==> config.mk <==
export PLATFORM = sky130hd
export DESIGN_NAME = mc_ctrl
export DESIGN_NICKNAME = d
export VERILOG_FILES = /design/src/rtl/mc_ctrl.sv
export SDC_FILE = /design/constraint.sdc
export NUM_CORES = 1
export LEC_CHECK = 0
export CAP_MARGIN = 20
export CORE_ASPECT_RATIO = 0.7
export CORE_MARGIN = 2
export CORE_UTILIZATION = 39
export CTS_CLUSTER_SIZE = 14
export DETAILED_ROUTE_END_ITERATION = 10
export PLACE_DENSITY_LB_ADDON = 0.3
export SLEW_MARGIN = 20
export SYNTH_ARGS = -nofsm -noshare
export SYNTH_HDL_FRONTEND = slang
export SYNTH_SLANG_ARGS = --single-unit
==> constraint.sdc <==
create_clock -name clk -period 2.01 [get_ports clk]
set_input_delay 0.3015 -clock clk [delete_from_list [all_inputs] [get_ports clk]]
set_output_delay 0.3015 -clock clk [all_outputs]
set_load 0.01 [all_outputs]
==> src/rtl/mc_ctrl.sv <==
`default_nettype none
// +--------------------------------------------------------------------------+
// | Module   : mc_ctrl                                                       |
// | Purpose  : Multi-cycle MIPS control unit. Sequences the shared datapath  |
// |            (PC, unified memory port, IR, register file, single ALU)      |
// |            through fetch / decode / execute / memory / write-back.       |
// |            Handles memory wait states, traps undecoded instructions and  |
// |            recovers from stalled memory accesses with a timeout.         |
// | Ports    : clk, rst_n (async, active low)                                |
// |            opcode/funct  - IR fields, zero - ALU zero flag               |
// |            mem_ready     - memory access completes this cycle            |
// |            pc_en..pc_src - datapath control strobes and mux selects      |
// |            state         - current FSM state (debug)                     |
// |            illegal       - 1-cycle pulse on undecoded opcode/funct       |
// |            err_timeout   - 1-cycle pulse on memory timeout               |
// |            cycle_cnt / instret_cnt - performance counters                |
// | Params   : FETCH_TIMEOUT - wait-cycle limit in memory states (0 = off)   |
// | Macros   : PERF_CNT_EN   - build the cycle / retired-instr counters;     |
// |                           when undefined both counter ports read 0.     |
// | Revision : 1.0 - initial release                                         |
// +--------------------------------------------------------------------------+
module mc_ctrl #(
  parameter int unsigned FETCH_TIMEOUT = 255
) (
  input  logic        clk,
  input  logic        rst_n,
  input  logic [5:0]  opcode,
  input  logic [5:0]  funct,
  input  logic        zero,
  input  logic        mem_ready,
  output logic        pc_en,
  output logic        iord,
  output logic        mem_rd,
  output logic        mem_wr,
  output logic        ir_write,
  output logic        reg_dst,
  output logic        mem_to_reg,
  output logic        reg_write,
  output logic        alu_src_a,
  output logic [1:0]  alu_src_b,
  output logic        zext,
  output logic [2:0]  alu_ctrl,
  output logic [1:0]  pc_src,
  output logic [3:0]  state,
  output logic        illegal,
  output logic        err_timeout,
  output logic [31:0] cycle_cnt,
  output logic [31:0] instret_cnt
);

  typedef enum logic [3:0] {
    S_FETCH    = 4'd0,
    S_DECODE   = 4'd1,
    S_MEM_ADDR = 4'd2,
    S_MEM_RD   = 4'd3,
    S_MEM_WB   = 4'd4,
    S_MEM_WR   = 4'd5,
    S_R_EX     = 4'd6,
    S_R_WB     = 4'd7,
    S_BR       = 4'd8,
    S_JMP      = 4'd9,
    S_I_EX     = 4'd10,
    S_I_WB     = 4'd11
  } state_t;

  localparam logic [5:0] OP_RTYPE = 6'h00;
  localparam logic [5:0] OP_J     = 6'h02;
  localparam logic [5:0] OP_BEQ   = 6'h04;
  localparam logic [5:0] OP_BNE   = 6'h05;
  localparam logic [5:0] OP_ADDI  = 6'h08;
  localparam logic [5:0] OP_SLTI  = 6'h0A;
  localparam logic [5:0] OP_ANDI  = 6'h0C;
  localparam logic [5:0] OP_ORI   = 6'h0D;
  localparam logic [5:0] OP_LW    = 6'h23;
  localparam logic [5:0] OP_SW    = 6'h2B;

  localparam logic [2:0] ALU_ADD = 3'b010;
  localparam logic [2:0] ALU_SUB = 3'b110;
  localparam logic [2:0] ALU_AND = 3'b000;
  localparam logic [2:0] ALU_OR  = 3'b001;
  localparam logic [2:0] ALU_SLT = 3'b111;
  localparam logic [2:0] ALU_NOR = 3'b100;

  localparam logic [7:0] TIMEOUT_LIM = 8'(FETCH_TIMEOUT);
  localparam bit         TIMEOUT_EN  = (FETCH_TIMEOUT != 0);

  state_t     state_q, state_d;
  logic [7:0] wait_cnt_q, wait_cnt_d;

  // Strobes that must be suppressed while reset is asserted.
  logic pc_en_c, ir_write_c, reg_write_c, mem_rd_c, mem_wr_c, illegal_c;
  logic mem_wait;   // in a memory state and the access has not completed
  logic tmo;        // wait limit reached this cycle with no completion

  logic       r_funct_ok;
  logic [2:0] r_alu;

  // R-type funct decode, shared by DECODE (legality) and R_EX (ALU op).
  always_comb begin
    r_funct_ok = 1'b1;
    r_alu      = ALU_ADD;
    case (funct)
      6'h20:   r_alu = ALU_ADD;
      6'h22:   r_alu = ALU_SUB;
      6'h24:   r_alu = ALU_AND;
      6'h25:   r_alu = ALU_OR;
      6'h27:   r_alu = ALU_NOR;
      6'h2A:   r_alu = ALU_SLT;
      default: begin
        r_funct_ok = 1'b0;
        r_alu      = ALU_AND;
      end
    endcase
  end

  always_comb begin
    state_d     = state_q;
    pc_en_c     = 1'b0;
    ir_write_c  = 1'b0;
    reg_write_c = 1'b0;
    mem_rd_c    = 1'b0;
    mem_wr_c    = 1'b0;
    illegal_c   = 1'b0;
    mem_wait    = 1'b0;
    iord        = 1'b0;
    reg_dst     = 1'b0;
    mem_to_reg  = 1'b0;
    alu_src_a   = 1'b0;
    alu_src_b   = 2'b00;
    zext        = 1'b0;
    alu_ctrl    = 3'b000;
    pc_src      = 2'b00;

    case (state_q)
      S_FETCH: begin
        mem_rd_c  = 1'b1;
        alu_src_b = 2'b01;
        alu_ctrl  = ALU_ADD;
        if (mem_ready) begin
          ir_write_c = 1'b1;
          pc_en_c    = 1'b1;
          state_d    = S_DECODE;
        end else begin
          mem_wait = 1'b1;
        end
      end
      S_DECODE: begin
        // ALU computes PC + (imm << 2) now so BR can use ALUOut.
        alu_src_b = 2'b11;
        alu_ctrl  = ALU_ADD;
        case (opcode)
          OP_RTYPE: begin
            if (r_funct_ok) begin
              state_d = S_R_EX;
            end else begin
              illegal_c = 1'b1;
              state_d   = S_FETCH;
            end
          end
          OP_LW, OP_SW:                       state_d = S_MEM_ADDR;
          OP_BEQ, OP_BNE:                     state_d = S_BR;
          OP_J:                               state_d = S_JMP;
          OP_ADDI, OP_SLTI, OP_ANDI, OP_ORI:  state_d = S_I_EX;
          default: begin
            illegal_c = 1'b1;
            state_d   = S_FETCH;
          end
        endcase
      end
      S_MEM_ADDR: begin
        alu_src_a = 1'b1;
        alu_src_b = 2'b10;
        alu_ctrl  = ALU_ADD;
        state_d   = (opcode == OP_SW) ? S_MEM_WR : S_MEM_RD;
      end
      S_MEM_RD: begin
        mem_rd_c = 1'b1;
        iord     = 1'b1;
        if (mem_ready) state_d = S_MEM_WB;
        else           mem_wait = 1'b1;
      end
      S_MEM_WB: begin
        reg_write_c = 1'b1;
        mem_to_reg  = 1'b1;
        state_d     = S_FETCH;
      end
      S_MEM_WR: begin
        mem_wr_c = 1'b1;
        iord     = 1'b1;
        if (mem_ready) state_d = S_FETCH;
        else           mem_wait = 1'b1;
      end
      S_R_EX: begin
        alu_src_a = 1'b1;
        alu_ctrl  = r_alu;
        state_d   = S_R_WB;
      end
      S_R_WB: begin
        reg_write_c = 1'b1;
        reg_dst     = 1'b1;
        state_d     = S_FETCH;
      end
      S_I_EX: begin
        alu_src_a = 1'b1;
        alu_src_b = 2'b10;
        case (opcode)
          OP_SLTI: alu_ctrl = ALU_SLT;
          OP_ANDI: begin
            alu_ctrl = ALU_AND;
            zext     = 1'b1;
          end
          OP_ORI: begin
            alu_ctrl = ALU_OR;
            zext     = 1'b1;
          end
          default: alu_ctrl = ALU_ADD;
        endcase
        state_d = S_I_WB;
      end
      S_I_WB: begin
        reg_write_c = 1'b1;
        state_d     = S_FETCH;
      end
      S_BR: begin
        alu_src_a = 1'b1;
        alu_ctrl  = ALU_SUB;
        pc_src    = 2'b01;
        // beq branches on equal operands, bne on unequal.
        pc_en_c   = zero ^ (opcode == OP_BNE);
        state_d   = S_FETCH;
      end
      S_JMP: begin
        pc_src  = 2'b10;
        pc_en_c = 1'b1;
        state_d = S_FETCH;
      end
      default: state_d = S_FETCH;
    endcase

    // Only a cycle without completion can time out, so mem_ready always wins.
    tmo = TIMEOUT_EN && mem_wait && (wait_cnt_q == TIMEOUT_LIM);
    if (tmo) state_d = S_FETCH;

    // A FETCH timeout keeps the state, so the clear must be explicit.
    if (tmo || (state_d != state_q)) wait_cnt_d = 8'd0;
    else if (mem_wait)               wait_cnt_d = wait_cnt_q + 8'd1;
    else                             wait_cnt_d = wait_cnt_q;
  end

  always_ff @(posedge clk or negedge rst_n) begin
    if (!rst_n) begin
      state_q    <= S_FETCH;
      wait_cnt_q <= 8'd0;
    end else begin
      state_q    <= state_d;
      wait_cnt_q <= wait_cnt_d;
    end
  end

  assign state       = state_q;
  assign pc_en       = rst_n & pc_en_c;
  assign ir_write    = rst_n & ir_write_c;
  assign reg_write   = rst_n & reg_write_c;
  assign mem_rd      = rst_n & mem_rd_c;
  assign mem_wr      = rst_n & mem_wr_c;
  assign illegal     = rst_n & illegal_c;
  assign err_timeout = rst_n & tmo;

`ifdef PERF_CNT_EN
  logic [31:0] cycle_cnt_q, cycle_cnt_d;
  logic [31:0] instret_cnt_q, instret_cnt_d;

  // An instruction retires when control returns to FETCH normally;
  // trap and timeout returns do not count.
  always_comb begin
    cycle_cnt_d   = cycle_cnt_q + 32'd1;
    instret_cnt_d = instret_cnt_q;
    if ((state_q != S_FETCH) && (state_d == S_FETCH) && !illegal_c && !tmo)
      instret_cnt_d = instret_cnt_q + 32'd1;
  end

  always_ff @(posedge clk or negedge rst_n) begin
    if (!rst_n) begin
      cycle_cnt_q   <= 32'd0;
      instret_cnt_q <= 32'd0;
    end else begin
      cycle_cnt_q   <= cycle_cnt_d;
      instret_cnt_q <= instret_cnt_d;
    end
  end

  assign cycle_cnt   = cycle_cnt_q;
  assign instret_cnt = instret_cnt_q;
`else
  assign cycle_cnt   = 32'd0;
  assign instret_cnt = 32'd0;
`endif

endmodule
`default_nettype wire

# Yosys cells after proc, flatten, opt, wreduce, memory -nomap -nowiden
# Index checks and enable logic that the tools add are counted.
dict set report op_classes {
  shift 0
  n_reduce_logical 18
  n_div 0
  multipliers 0
  add_sub_neg 1
  eq_ne 28
  muxes 33
  magnitude_cmp 0
  n_bitwise 8
}
# cell count
set ops {}
lappend ops {{6-bit == test, second input constant} 8}
lappend ops {{4-bit case mux with 7 select lines} 1}
lappend ops {{6-bit by 4-bit == test with 1-bit output, second input constant} 4}
lappend ops {{4-bit case mux with 5 select lines} 1}
lappend ops {{4-bit by 3-bit == test with 1-bit output, second input constant} 4}
lappend ops {{4-bit == test, second input constant} 4}
lappend ops {{1-bit 2-to-1 mux} 16}
lappend ops {{4-bit 2-to-1 mux} 4}
lappend ops {{8-bit 2-to-1 mux} 2}
lappend ops {{3-bit case mux with 5 select lines} 1}
lappend ops {{6-bit by 3-bit == test with 1-bit output, second input constant} 2}
lappend ops {{3-bit case mux with 4 select lines} 1}
lappend ops {{2-bit OR reduction} 6}
lappend ops {{3-bit case mux with 3 select lines} 1}
lappend ops {{3-bit OR reduction} 3}
lappend ops {{9-bit OR reduction} 1}
lappend ops {{8-bit by 1-bit adder with 8-bit output, second input constant} 1}
lappend ops {{4-bit by 2-bit == test with 1-bit output, second input constant} 2}
lappend ops {{8-bit == test, second input constant} 1}
lappend ops {{4-bit OR reduction} 2}
lappend ops {{1-bit bitwise AND} 7}
lappend ops {{6-bit by 2-bit == test with 1-bit output, second input constant} 1}
lappend ops {{6-bit logical NOT} 1}
lappend ops {{3-bit 2-to-1 mux} 2}
lappend ops {{other kinds (12)} 12}
dict set report totals {
  ff_bits 12
  out_inout_bits 87
  mem_bits_ro 0
  memories 0
  wordCells 90
  ram_bits 0
  input_bits 16
  latchBits 0
}

# Logic depth before layout (Yosys ltp)
# Gate-level depths: netlist of the first run.
dict set report depth {
  ltp_word 10
  depth_mapped 8
  ltp_nobuf 6
}

# Worst setup path before layout of the first run
# Ideal clock, no wire load.
dict set report synth_timing {
  path_type {register -> output}
  start {register state_q[3] (netlist: state[3])}
  end {output port alu_ctrl[1]}
  required_time_ns 1.709
  n_path_buf 1
  path_stages_with_launch 5
  setup_slack_ns -0.101
  arrival_ns 1.810
  path_cell_list {dfrtp_1 > clkbuf_1 > nand2b_1 > or4b_2 > o21ai_0}
}
dict set report synth_via {
  elab_chain_cells 3
  elab_cells_between_ends 8
  cone_classes {eq/ne: 5; mux: 1; reduce/logical: 2}
}
# element line_no
set synth_lines {}
lappend synth_lines {{start: declaration} 87} ;# state_t state_q, state_d;
lappend synth_lines {{start signal: assignment} 255} ;# state_q <= state_d;
lappend synth_lines {{4-bit by 1-bit == test with 1-bit output, or another cell as far along} 134} ;# case (state_q)
lappend synth_lines {{3-bit OR reduction (no line)} --}
lappend synth_lines {{3-bit case mux with 4 select lines (*)} 134}
lappend synth_lines {{end: declaration} 42} ;# output logic [2:0] alu_ctrl,
# Mark *: on every way between the ends. The rest lies on a longest branch, timed or not.

# Worst setup path after layout of the first run
dict set report layout_timing {
  start {register state_q[2] (netlist: state[2])}
  end {register wait_cnt_q[5]}
}
dict set report layout_via {
  elab_chain_cells 8
  elab_cells_between_ends 19
  cone_classes {eq/ne: 7; mux: 7; reduce/logical: 5}
}
# element line_no
set layout_lines {}
lappend layout_lines {{4-bit by 3-bit == test with 1-bit output, or another cell as far along} 134}
lappend layout_lines {{3-bit OR reduction (no line)} --}
lappend layout_lines {{1-bit 2-to-1 mux} --}
lappend layout_lines {{1-bit logical AND} 241} ;# tmo = TIMEOUT_EN && mem_wait && (wait_cnt_q == TIMEOUT_LIM);
lappend layout_lines {{4-bit 2-to-1 mux (*)} 242} ;# if (tmo) state_d = S_FETCH;
lappend layout_lines {{via state_d[0]} 87}
lappend layout_lines {{4-bit inequality test (*)} 245} ;# if (tmo || (state_d != state_q)) wait_cnt_d = 8'd0;
lappend layout_lines {{1-bit logical OR (*)} 245}
lappend layout_lines {{8-bit 2-to-1 mux / 2-bit nonzero test (equally long branches)} --}
lappend layout_lines {{end signal: assignment} 256} ;# wait_cnt_q <= wait_cnt_d;
lappend layout_lines {{end: declaration} 88} ;# logic [7:0] wait_cnt_q, wait_cnt_d;
# Mark *: on every way through the listed nets, which the timed path passes. The rest lies on a longest branch.
# A chain may end at the register's enable or synchronous reset.

==> results of run 1 <==
[power by group]
| group | internal [mW] | switching (mW) | total [mW] |
|---|---|---|---|
| Sequential | 0.277 | 0.0318 | 0.308 |
| Combinational | 0.863 | 0.870 | 1.73 |
| Clock | 0.173 | 0.0898 | 0.263 |
[placed cells by master (no fill, tap or decap), drive strengths merged, types with 3 or more instances in the layout]
master          n
nor2           15
inv             7
mux2i           4
nor4            5
nand3           9
a31oi           3
dlygate4sd2     9
nand3b          4
nand2b          8
clkdlybuf4s50  12
o21ai           9
xnor2           6
conb           64
nor2b           6
clkbuf          9
nor3           17
dfrtp          12
buf            68
xor2            5
a21oi          15
dlymetal6s2s    6
nand2           9
[state kept, by name, summed over array words and instances (netlist names)]
register    cells
wait_cnt_q      8
state           4
[cell families (layout without fill, tap and decap cells)]
| group | Yosys count | count (layout) | synth area share (%) |
|---|---|---|---|
| mux | 5 | 5 | 3.658 |
| other cells | 1 | 64 | 0.2031 |
| xor+xnor | 11 | 11 | 5.623 |
| compound gates | 37 | 37 | 13.14 |
| fa+ha+maj | 1 | 1 | 0.6774 |
| buf+inv | 83 | 111 | 32.05 |
| flops | 12 | 12 | 16.26 |
| simple gates | 88 | 88 | 28.39 |
[final cells by class]
| class | count | area, um2 |
|---|---|---|
| fillers | 395 | 1673 |
| multi-input cells | 206 | 1474 |
| repair buffers | 100 | 857.1 |
| flip-flops and latches | 12 | 300.3 |
| clock buffers | 4 | 55.05 |
| well taps | 55 | 68.82 |
| inverters | 7 | 26.28 |
[critical path: stages (launching register included)]
cell and delay, ns:
dfrtp_1 0.42, buf_6 0.14, buf_6 0.11, xnor2_4 0.12, mux2i_4 0.17, buf_6 0.15, o32ai_4 0.09, a21oi_4 0.18
mux2i_4 0.40, nor3_1 0.11
[stage by stage]
step                      total power, mW  instances  setup TNS (ns)  hold WS [ns]
after CTS                           2.174        383         -0.6413        0.3972
after detailed placement            1.714        369          -6.848        0.5393
after global placement              1.702        369          -7.009        0.5421
after floorplan                     1.196        301               0      0.005909
after global routing                2.429        384         -0.7352        0.4214
final                               2.304        384        -0.01162        0.3887
[how the worst max path moves through the flow]
stage,cells after the start,startpoint,slack [ns],endpoint
after global placement,8,opcode[3],-0.60,pc_en
after floorplan,8,state[1]$_DFF_PN0_,0.14,wait_cnt_q[0]$_DFFE_PN0P_
after global routing,9,state[2]$_DFF_PN0_,-0.10,wait_cnt_q[5]$_DFFE_PN0P_
after detailed placement,8,opcode[3],-0.60,pc_en
final,9,state[2]$_DFF_PN0_,-0.01,wait_cnt_q[5]$_DFFE_PN0P_
after CTS,8,opcode[4],-0.19,pc_en
[metal layers]
layer / global-route usage (%) / up-vias / wire length [um]
li1: - / 878 / -
met1: 28.91 / 874 / 2445
met2: 32.23 / 87 / 2606
met3: 2.547 / 13 / 275
met4: 5.804 / 0 / 106
met5: 0 / - / 0
[timing repair]
item,CTS,global route
endpoints found under the setup margin,24,20
cloned,0,0
endpoints found under the hold margin,0,0
setup buffers,10,2
resized for setup,83,34
pin swaps,16,10
[cell usage after synthesis (2+ instances only)]
cell / number / area, um2
nand3b_1: 4 / 30.03
xnor2_1: 5 / 43.79
buf_6: 5 / 56.30
dfrtp_1: 12 / 300.3
nor3_2: 3 / 30.03
nand2_1: 9 / 33.78
nor4_1: 5 / 31.28
and4_1: 2 / 17.52
a21oi_1: 14 / 70.07
or2_2: 2 / 12.51
nand2b_1: 7 / 43.79
buf_2: 2 / 10.01
clkbuf_1: 5 / 18.77
or3_1: 2 / 12.51
mux2i_1: 2 / 20.02
buf_4: 64 / 480.5
nor2b_1: 5 / 31.28
xor2_1: 5 / 43.79
nor3_1: 14 / 70.07
inv_1: 7 / 26.28
a31oi_1: 3 / 18.77
nand3_1: 9 / 45.04
nor2_1: 15 / 56.30
o21ai_0: 9 / 45.04
nor4bb_1: 2 / 20.02
==> results.py, run 1 <==
metrics = {
    "setup_path": {
        "crit_fanout": 8,
        "worstSetupPathType": "register to register",
        "rrSetupSlack_ns": -0.01,
        "reg2reg_from": "state[2]$_DFF_PN0_",
        "r2r_end": "wait_cnt_q[5]$_DFFE_PN0P_",
        "worstRegToRegCells": 9,
        "worstPathArrival_ns": 2.14,
        "start_kind": "register",
        "cp.required_ns": 2.13,
        "end_kind": "register",
    },
    "yosys": {
        "ys_ff_latch": 12,
        "ys_seq_area_share_pct": 16.26,
        "async_flop_share_pct": 100.0,
        "synth_edf_count": 0,
        "yosysWarnings": 0,
        "synth_ff_type": "dfrtp_1",
        "ys_types": 51,
        "netlist_area_um2": 1847,
        "syn_area_per_cell_um2": 7.760,
        "synth_cells": 238,
    },
    "floorplanning": {
        "core_um2": 4454,
        "pin_count": 103,
        "die_w_um": 86.25,
        "die_h_um": 61.58,
        "initial_utilization_pct": 41.46,
        "dieArea_um2": 5311,
        "fp-row-count": 20,
    },
    "clocking": {
        "clockBufferDepth": 2,
        "cts_root_buf": "clkbuf_8",
        "cts_max_level": 1,
        "cts.sinks": 12,
        "clock_latency_ns": 0.24,
        "clkTransAtPathRegs_ns": 0.05,
        "ctsHoldBuffers": 0,
        "cts_tree": "built",
        "cts_made_buffers": 3,
    },
    "timing": {
        "report.final.setup_viol": 1,
        "final_max_slew_viol_count": 0,
        "fmaxAchievable_mhz": 494.7,
        "period_minus_slack_ns": 2.022,
        "hold_viol": 0,
        "fin_crit_sh_pct": 100.6,
        "setup_ws_ns": -0.01162,
        "finClkSkew_ns": 0.004049,
        "rsz0062_at_grt": "true",
    },
    "placement": {
        "place_congestion": 0.8565,
        "hpwl_um": 3859,
        "dp_slack_ns": -0.5999,
        "dpl_cell_area_um2": 2392,
        "numPortBuffers": 38,
    },
    "global_routing": {
        "grt_pass1_vias": 1706,
        "grt_overflow": 0,
        "grt_max_degree": 19,
        "antenna_found_initial": 0,
        "grt_use_total_pct": 20.12,
        "grt_pass1_wl_um": 8293,
    },
    "finish": {
        "utilization_pct": 62.44,
        "fin_area_um2": 2781,
        "areaGrowthSynthToFinish_pct": 50.61,
        "antenna-diode-count": 0,
        "layout-drive-gt1-share_pct": 38.60,
        "nNetsFinal": 347,
    },
    "run_status": {
        "outcome": "finished with violations",
        "violations": "setup timing",
    },
    "route": {
        "vias": 1852,
        "wl_um": 5433,
        "drt_iter0_markers": 124,
        "dr.pass1.iters": 4,
        "avgRoutedWirePerCell_um": 14.15,
        "via_per_inst": 4.823,
        "drtAntennaViolNets": 0,
        "drc": 0,
    },
    "power": {
        "ir_drop_uv": 387.0,
        "power.leakage_nw": 1.368,
        "power-per-cell-area_nw_per_um2": 828.5,
    },
    "hold_path": {
        "hold_class": "primary input to asynchronous set/reset pin",
    },
    "run": {
        "drv_cap": 0,
    },
}
(Power assumes the default switching activity.)
==> run 2, diff against run 1 <==
--- a/config.mk
+++ b/config.mk
@@ -5,10 +5,11 @@
 export SDC_FILE = /design/constraint.sdc
 export NUM_CORES = 1
 export LEC_CHECK = 0
+export ABC_AREA = 1
 export CAP_MARGIN = 20
 export CORE_ASPECT_RATIO = 0.7
 export CORE_MARGIN = 2
-export CORE_UTILIZATION = 39
+export CORE_UTILIZATION = 38
 export CTS_CLUSTER_SIZE = 14
 export DETAILED_ROUTE_END_ITERATION = 10
 export PLACE_DENSITY_LB_ADDON = 0.3
@@ -16,3 +17,4 @@
 export SYNTH_ARGS = -nofsm -noshare
 export SYNTH_HDL_FRONTEND = slang
 export SYNTH_SLANG_ARGS = --single-unit
+export TNS_END_PERCENT = 100
==> run 2 against run 1 <==
  * Worst hold slack better by 0.091 ns
  * Flip-flop and latch count stayed put
  * Largest cell class unchanged
  * Setup slack worse by 0.0063 ns
  * The flow still finishes with violations (setup timing)
  * Maximum frequency is 0.31% lower
  * Critical path depth decreased by 1
  * Critical path type is now primary input to output port
  * Largest power group unchanged
==> results.py, run 2 <==
metrics = {
    "setup_path": {
        "cp.required_ns": 1.71,
        "max_stage_delay_ns": 0.43,
        "worstPathCellList": "clkdlybuf4s50_1, inv_2, nor2_4, nand4_1, buf_4, a21oi_1, or3b_2, buf_2",
        "r2r_end": "wait_cnt_q[4]$_DFFE_PN0P_",
        "crit_family": "buffers and inverters",
        "critPathLaunch": "funct[5]",
        "worstPathArrival_ns": 1.73,
        "start_kind": "primary input",
        "crit_buf_inv": 4,
        "crit_slowest_cell": "clkdlybuf4s50_1",
        "worstRegToRegCells": 11,
        "reg2reg_from": "state[1]$_DFF_PN0_",
        "crit_fanout": 3,
        "rrSetupSlack_ns": 0.17,
        "cp.depth": 8,
        "end_kind": "output port",
        "worstSetupPathType": "primary input to output port",
    },
    "global_routing": {
        "antenna_found_initial": 0,
        "grt_overflow": 0,
        "grt_pass1_vias": 1427,
        "grt_use_total_pct": 15.85,
        "grt_max_degree": 13,
        "grt_pass1_wl_um": 6382,
    },
    "run": {
        "drv_cap": 0,
    },
    "yosys": {
        "yosys.area_share.simple_pct": 35.75,
        "synth_top_family_by_area": "simple AND/OR/NAND/NOR gates",
        "yosysMostFrequentCell": "buf_4",
        "synth_ff_type": "dfrtp_1",
        "synth_area_leader_cell": "buf_4",
        "ys_types": 32,
        "netlist_area_um2": 1725,
        "ys_ff_latch": 12,
        "async_flop_share_pct": 100.0,
        "syn_area_per_cell_um2": 6.985,
        "ys_top_cells_by_area": "buf_4 (28%), dfrtp_1 (17%), nand3_1 (6.1%), nand2_1 (5.9%), nor2_1 (5.9%)",
        "synth_edf_count": 0,
        "synth-compound-area-share_pct": 7.542,
        "muxShareOfSynthArea_pct": 0,
        "synth-xor-area-share_pct": 3.046,
        "synth_common_cells": "buf_4 (64), nand2_1 (27), nor2_1 (27)",
        "yosysWarnings": 0,
        "synth_fa_ha_area_share_pct": 0.7252,
        "synth_cells": 247,
        "synth_top_area_share_pct": 27.85,
        "ys_seq_area_share_pct": 17.40,
    },
    "timing": {
        "setup_ws_ns": -0.01796,
        "rsz0062_at_grt": "true",
        "report.final.setup_viol": 1,
        "fin_crit_sh_pct": 100.9,
        "finClkSkew_ns": 0.007557,
        "fin_setup_tns_ns": -0.01796,
        "hold_viol": 0,
        "final_max_slew_viol_count": 0,
        "fmaxAchievable_mhz": 493.1,
        "holdWs_ns": 0.4798,
        "period_minus_slack_ns": 2.028,
    },
    "route": {
        "route.met2.wl_um": 1833,
        "vias": 1616,
        "drc": 0,
        "wl_met3_um": 235,
        "met1_length_um": 2026,
        "drtAntennaViolNets": 0,
        "wl_um": 4109,
        "drt_iter0_markers": 89,
        "via_per_inst": 4.165,
        "dr.pass1.iters": 4,
        "avgRoutedWirePerCell_um": 10.59,
        "dr.max_layer_used": "met4",
    },
    "hold_path": {
        "min_to": "wait_cnt_q[0]$_DFFE_PN0P_",
        "hold_depth": 1,
        "hold_class": "register to register",
        "min_from": "wait_cnt_q[0]$_DFFE_PN0P_",
    },
    "floorplanning": {
        "pin_count": 103,
        "core_um2": 4354,
        "die_w_um": 84.54,
        "fp-row-count": 20,
        "initial_utilization_pct": 39.63,
        "dieArea_um2": 5104,
        "die_h_um": 60.38,
    },
    "clocking": {
        "clockBufferDepth": 2,
        "cts_tree": "built",
        "cts.sinks": 12,
        "cts_max_level": 1,
        "cts_root_buf": "clkbuf_8",
        "ctsHoldBuffers": 0,
        "clkTransAtPathRegs_ns": 0.04,
        "cts_made_buffers": 3,
        "clock_latency_ns": 0.24,
    },
    "run_status": {
        "violations": "setup timing",
        "outcome": "finished with violations",
    },
    "finish": {
        "final_common_cell": "conb_1",
        "utilization_pct": 54.54,
        "antenna-diode-count": 0,
        "layout-drive-gt1-share_pct": 35.14,
        "areaGrowthSynthToFinish_pct": 37.64,
        "largest-register": "wait_cnt_q",
        "largest_register_ffs": 8,
        "nNetsFinal": 352,
        "layout_common_cells": "conb_1 (64), buf_4 (45), nand2_1 (23)",
    },
    "power": {
        "ir_drop_uv": 462.6,
        "p_seq_share_pct": 20.6,
        "p_int_mw": 0.9398,
        "power-per-cell-area_nw_per_um2": 716.3,
        "combinationalPowerShare_pct": 66.9,
        "power.leakage_nw": 1.353,
        "p_total_mw": 1.701,
        "power_switching_mw": 0.7612,
        "swShare_pct": 44.75,
        "clkPwrFrac_pct": 12.5,
    },
    "placement": {
        "place_congestion": 0.8166,
        "numPortBuffers": 38,
        "hpwl_um": 3378,
        "dp_slack_ns": -0.4215,
    },
}
[run 2: changes by cell type in the layout (fill, tap and decap cells not counted), moves of 5 or more]
| cell | before | now |
|---|---|---|
| inv_1 | 7 | 22 |
| nand2_1 | 9 | 23 |
| inv_2 | 0 | 11 |
| nand3_1 | 7 | 18 |
| nand2_2 | 0 | 10 |
| a21oi_1 | 11 | 2 |
| buf_6 | 10 | 1 |
| nor2_2 | 2 | 10 |
| nor2_1 | 12 | 18 |
| buf_4 | 50 | 45 |
| clkbuf_2 | 5 | 0 |
| nand2b_1 | 5 | 0 |
| nor3_1 | 7 | 2 |
[run 2: area by class of cell]
class | count | area (um2)
Clock buffer | 3 | 41.29
Fill cell | 434 | 1979
Inverter | 34 | 128.9
Multi-Input combinational cell | 200 | 1126
Sequential cell | 12 | 304.0
Tap cell | 55 | 68.82
Timing Repair Buffer | 84 | 705.7
[run 2: timing repair]
action,in CTS,in global routing
gates resized for setup,47,30
buffers inserted,3,4
pin swaps,4,6
setup endpoints to repair,17,19
[run 2: per-stage QoR]
| step | instance area (um2) | instances |
|---|---|---|
| 5_1_grt | 2375 | 388 |
| 6_report | 2375 | 388 |
| 2_1_floorplan | 1962 | 310 |
| 3_3_place_gp | 2223 | 378 |
| 3_5_place_dp | 2223 | 378 |
| 4_1_cts | 2287 | 384 |
[run 2: power by group through the flow]
stage | clock, mW | combinational, mW | sequential (mW)
floorplan | 0 | 0.676 | 0.358
global route | 0.235 | 1.25 | 0.359
CTS | 0.222 | 1.09 | 0.346
finish | 0.213 | 1.14 | 0.350
detailed placement | 0 | 1.12 | 0.339
global placement | 0 | 1.11 | 0.338
[run 2: metal layers]
layer	track usage (%)	up-vias
li1	-	835
met4	2.494	0
met1	22.54	717
met5	0	-
met2	25.31	62
met3	3.810	2
[run 2: how the worst max path moves through the flow]
| stage | end | slack (ns) |
|---|---|---|
| finish | alu_ctrl[2] | -0.02 |
| global route | alu_ctrl[2] | -0.06 |
| floorplan | pc_en | 0.25 |
| global placement | pc_en | -0.39 |
| detailed placement | pc_en | -0.42 |
| CTS | alu_ctrl[2] | -0.10 |
[run 2: cell families after synthesis]
logic type,count (synthesis)
xor+xnor,6
simple gates,111
fa+ha+maj,1
other cells,1
compound gates,18
buf+inv,98
flops,12
